### config.mk
export PLATFORM = sky130hd
export DESIGN_NAME = pipelined_cla_adder
export DESIGN_NICKNAME = d
export VERILOG_FILES = /design/src/rtl/pipelined_cla_adder.sv
export SDC_FILE = /design/constraint.sdc
export NUM_CORES = 1
export LEC_CHECK = 0
export BUFFER_PORTS_ARGS = -buffer_cell sky130_fd_sc_hd__buf_4
export CAP_MARGIN = 20
export CORE_AREA = 8 8 117 119
export CTS_BUF_LIST = sky130_fd_sc_hd__clkbuf_4 sky130_fd_sc_hd__clkbuf_8
export CTS_CLUSTER_SIZE = 14
export DETAILED_ROUTE_END_ITERATION = 7
export DIE_AREA = 0 0 125 127
export GPL_TIMING_DRIVEN = 0
export PLACE_DENSITY = 0.73
export SYNTH_ARGS = -nofsm -noshare
export SYNTH_HDL_FRONTEND = slang
export SYNTH_SLANG_ARGS = --single-unit
### constraint.sdc
create_clock -name clock -period 2.21 [get_ports clock]
set_input_delay 0.221 -clock clock [delete_from_list [all_inputs] [get_ports clock]]
set_output_delay 0.221 -clock clock [all_outputs]
set_load 0.1 [all_outputs]
### src/rtl/pipelined_cla_adder.sv
// pipelined_cla_adder: WIDTH-bit add/sub, one GROUP-bit lookahead group per pipeline stage
// Ports: clock/reset (sync, active-low); io_in_valid/io_in_ready + io_a/io_b/io_c_in/io_sub in;
//        io_out_valid/io_out_ready + io_s/io_c_out/io_ovf/io_pg/io_gg out.
module pipelined_cla_adder #(
  parameter int WIDTH = 16,
  parameter int GROUP = 4
) (
  input  logic             clock,
  input  logic             reset,
  input  logic             io_in_valid,
  output logic             io_in_ready,
  input  logic [WIDTH-1:0] io_a,
  input  logic [WIDTH-1:0] io_b,
  input  logic             io_c_in,
  input  logic             io_sub,
  output logic             io_out_valid,
  input  logic             io_out_ready,
  output logic [WIDTH-1:0] io_s,
  output logic             io_c_out,
  output logic             io_ovf,
  output logic             io_pg,
  output logic             io_gg
);
  localparam int NGROUPS = WIDTH / ((GROUP < 1) ? 1 : GROUP);
  if (GROUP < 1 || WIDTH % GROUP != 0) begin : g_bad_width
    $error("pipelined_cla_adder: WIDTH must be a positive multiple of GROUP");
  end
  logic [NGROUPS-1:0] v_q, v_d, c_q, c_d, cm_q, cm_d, pg_q, pg_d, gg_q, gg_d;
  logic [NGROUPS-1:0][WIDTH-1:0] a_q, a_d, b_q, b_d, s_q, s_d;
  logic [NGROUPS:0] rdy;
  always_comb begin
    rdy[NGROUPS] = io_out_ready;
    for (int k = NGROUPS - 1; k >= 0; k--) rdy[k] = !v_q[k] | rdy[k+1];
  end
  // Stage k consumes register k-1 (ports for k=0) and fills register k.
  // gc/pc accumulate the group generate/propagate up to the current bit, so
  // every carry is a flat function of the group carry-in c_i.
  always_comb begin
    logic [WIDTH-1:0] a_i, b_i, s;
    logic c_i, pg_i, gg_i, v_i, p, g, gc, pc, c, cm;
    int src, idx;
    v_d = '0; c_d = '0; cm_d = '0; pg_d = '0; gg_d = '0;
    a_d = '0; b_d = '0; s_d = '0;
    for (int k = 0; k < NGROUPS; k++) begin
      src = (k > 0) ? k - 1 : 0;
      a_i = (k == 0) ? io_a : a_q[src];
      b_i = (k == 0) ? (io_sub ? ~io_b : io_b) : b_q[src];
      s = (k == 0) ? '0 : s_q[src];
      c_i = (k == 0) ? (io_sub ^ io_c_in) : c_q[src];
      pg_i = (k == 0) ? 1'b1 : pg_q[src];
      gg_i = (k == 0) ? 1'b0 : gg_q[src];
      v_i = (k == 0) ? io_in_valid : v_q[src];
      gc = 1'b0;
      pc = 1'b1;
      c = c_i;
      cm = 1'b0;
      for (int j = 0; j < GROUP; j++) begin
        idx = k * GROUP + j;
        p = a_i[idx] | b_i[idx];
        g = a_i[idx] & b_i[idx];
        s[idx] = a_i[idx] ^ b_i[idx] ^ c;
        if (j == GROUP - 1) cm = c;
        gc = g | (p & gc);
        pc = pc & p;
        c = gc | (pc & c_i);
      end
      v_d[k] = v_i;
      a_d[k] = a_i;
      b_d[k] = b_i;
      s_d[k] = s;
      c_d[k] = c;
      cm_d[k] = cm;
      pg_d[k] = pg_i & pc;
      gg_d[k] = gc | (pc & gg_i);
    end
  end
  always_ff @(posedge clock) begin
    if (!reset) begin
      v_q <= '0;
      c_q <= '0;
      cm_q <= '0;
      pg_q <= '0;
      gg_q <= '0;
      a_q <= '0;
      b_q <= '0;
      s_q <= '0;
    end else begin
      for (int k = 0; k < NGROUPS; k++) begin
        if (rdy[k]) begin
          v_q[k] <= v_d[k];
          c_q[k] <= c_d[k];
          cm_q[k] <= cm_d[k];
          pg_q[k] <= pg_d[k];
          gg_q[k] <= gg_d[k];
          a_q[k] <= a_d[k];
          b_q[k] <= b_d[k];
          s_q[k] <= s_d[k];
        end
      end
    end
  end
  // Operand copies leaving the last stage and the MSB carry-in of earlier stages are dead.
  logic unused_tail;
  assign unused_tail = ^{a_q, b_q, cm_q};
  assign io_in_ready = rdy[0];
  assign io_out_valid = v_q[NGROUPS-1];
  assign io_s = s_q[NGROUPS-1];
  assign io_c_out = c_q[NGROUPS-1];
  assign io_ovf = cm_q[NGROUPS-1] ^ c_q[NGROUPS-1];
  assign io_pg = pg_q[NGROUPS-1];
  assign io_gg = gg_q[NGROUPS-1];
endmodule

==> metrics.cfg <==
[run_status]
status=completed

[setup_path]
cp.required_ns=1.99
critical_path.top_delay_family=buffers and inverters
critPathLaunchType=flip-flop
critPathMaxStageDelay_ns=0.37
critPathBufInv=3
path_depth=5
path_cells=and4b_1 > and2_1 > inv_1 > buf_2 > buf_6
cp-end-kind=primary output
worstSetupPathType=reg2out
r2r_cells=5
critPathMaxFanout=19
cp_slowest_cell=dfxtp_2
worstPathArrival_ns=1.80

[floorplanning]
die_area_mm2=0.0159
rows=40
die_h_um=127
io_pins=60
die_x_um=125
initial_utilization_pct=41.0
core_area_mm2=0.0118

[sta]
post-route-min-period_ns=2.02
worstMarginPinSlew_ns=0.691
slew_headroom_pct=53.9
max_freq_ghz=0.494
fin_crit_sh_pct=91.6
grt_setup_unrepaired=false
slew_viol_final=0
clock_skew_ns=0.0165
setup_viol=0
fin_ws_ns=0.186
hold_viol_final=0

[route]
vias_per_cell=5.14
totalWireLength_mm=11.9
antenna_left=0
dr.first_iter.drc_count=363
via_count=4139
drt-pass1-iter-count=5
drc=0
wl_per_cell_um=14.8

[pwr]
p_int_mw=2.67
p_seq_share_pct=54.8
netSwitchingPower_mw=1.13
switching_share_pct=29.7
total_power_mw=3.79
power-per-cell-area_mw_per_mm2=671
ir_worst_vdd_mv=0.359
p_comb_share_pct=14.5
p_clk_share_pct=30.7
p_leak_nw=2.31

[clock_network]
clkTransAtPathRegs_ns=0.10
insertion_delay_ns=0.38
cts.sinks=105
cts_made_buffers=9
clk_path_buf_depth=2
cts_setup_buffers=0
clockRootBuffer=clkbuf_8
htree_levels=3
cts_tree=built

[layout]
final_nets=728
finalNonFillerCells=806
diodes=0
finish.utilization_pct=47.9
area_delta_synth_final_pct=16.9
layout_common_cells=nand2_1, dfxtp_1, a21oi_1, buf_4, inv_1
fin_area_mm2=0.00565
final_common_cell=nand2_1
drive_gt1_share_pct=12.6

[yosys]
synth_seq_area_share_pct=43.4
synth_seq_cells=105
netlist_instances=587
synth_top_area_share_pct=43.4
synth_area_per_cell_um2=8.24
synth.top_cells.by_area=dfxtp_1, nand2_1, ha_1
syn_area_mm2=0.00484
synth-edff-count=0
yosysUniqueCellTypes=44
ys.flop_type=dfxtp_1
yosysWarnings=0
synth.largest_area_cell=dfxtp_1
synth_fp_nets=661
synthArstFlopShare_pct=0

[grt]
grt.overflow.total=0
grt_max_degree=21
grt_pass1_wl_mm=19.9
antenna_found_initial=0
grt_use_total_pct=15.2
grt_pass1_vias=4081

[place]
gp_congestion=0.913
dp_cells=791
port_buffers=57
dp_hpwl_mm=9.26
place_area_mm2=0.00546
dpl_worst_slack_ns=-0.0888

[flow_run]
max_cap_viol_count=0

[min_path]
min_path_type=in2reg
hold-path-cell-count=3

-- power by group through the flow --
stage | clock network, mW | logic, mW | registers, mW
after global placement | 0 | 0.534 | 2.12
final | 1.17 | 0.550 | 2.08
after detailed placement | 0 | 0.547 | 2.12
after floorplan | 0 | 0.296 | 2.19
after global routing | 1.27 | 0.604 | 2.09
after CTS | 1.19 | 0.551 | 2.08
-- worst reg2reg max path, stage by stage (launching register included) --
cell	delay, ns
dfxtp_2	0.40
and4b_1	0.24
clkbuf_1	0.38
buf_1	0.45
nand2_1	0.11
a21oi_1	0.15
-- layout make-up --
| cell class | instances | area [µm²] |
|---|---|---|
| tap | 147 | 184 |
| timing repair buffer | 57 | 432 |
| sequential | 105 | 2100 |
| clock inverter | 7 | 72.6 |
| multi-input combinational | 405 | 2440 |
| buffer | 35 | 145 |
| inverter | 41 | 154 |
| fill | 1141 | 6160 |
| clock buffer | 9 | 124 |
-- final timing paths --
path	to	from	slack, ns
hold / removal	v_q[0]	io_in_valid	0.07
setup reg to reg	s_d[37]	v_q[3]	0.42
setup / recovery	io_in_ready	v_q[3]	0.19
hold reg to reg	io_s[13]	io_s[13]	0.46
-- through the flow --
step	hold slack [ns]	setup TNS [ns]
after detailed placement	0.445	-0.0888
after floorplan	0.342	0
final	0.0686	0
after global placement	0.442	-0.0441
after CTS	0.0611	0
after global routing	0.0558	0
-- cell usage after synthesis (2+ instances only) --
cell,n
xnor2_1,13
o21ai_0,7
a21oi_1,73
or4_1,5
nor4b_1,3
and2_1,3
a2111oi_0,3
nand4_1,4
clkbuf_1,23
dfxtp_1,105
a211oi_1,16
o21a_1,2
and3_1,3
nor2b_1,7
nor2_1,27
nor4_1,3
nand3_1,11
nor3_1,7
nor3b_1,5
buf_1,6
o21bai_1,4
a311o_1,2
xor2_1,8
inv_1,41
fa_1,4
buf_2,6
nand3b_1,3
ha_1,32
o211ai_1,4
nand2b_1,5
nand4b_1,4
nand2_1,136
-- metal layers --
layer,wire [µm],GRT usage [%],share of wire (%)
met1,5480,19.2,46
met2,5570,25.2,47
met3,732,3.37,6.1
met4,168,5.01,1.4
met5,0,0,0
-- logic make-up (layout without fill, tap and decap cells) --
kind of cell / after synthesis / after routing / share of synthesized area [%]
buffers and inverters: 77 / 149 / 6.28
xor gates and xnor gates: 22 / 22 / 4.14
and+or+nand+nor: 229 / 229 / 21.5
AOI/OAI and AO/OA: 118 / 118 / 14.7
adders and majority gates: 36 / 36 / 9.93
DFF: 105 / 105 / 43.4
-- flip-flops by register name (all words and copies together), names as in the netlist --
register / cells
gg_q: 4
io_s: 16
a_d: 24
cm_q: 1
c_q: 4
s_d: 24
b_d: 24
v_q: 4
pg_q: 4
-- what timing repair did --
action,in CTS,in global routing
endpoints found under the hold margin,0,0
hold buffers,0,0
gates resized for setup,0,1
setup endpoints to repair,0,1
No activity file was read; power rests on OpenSTA's default activity.
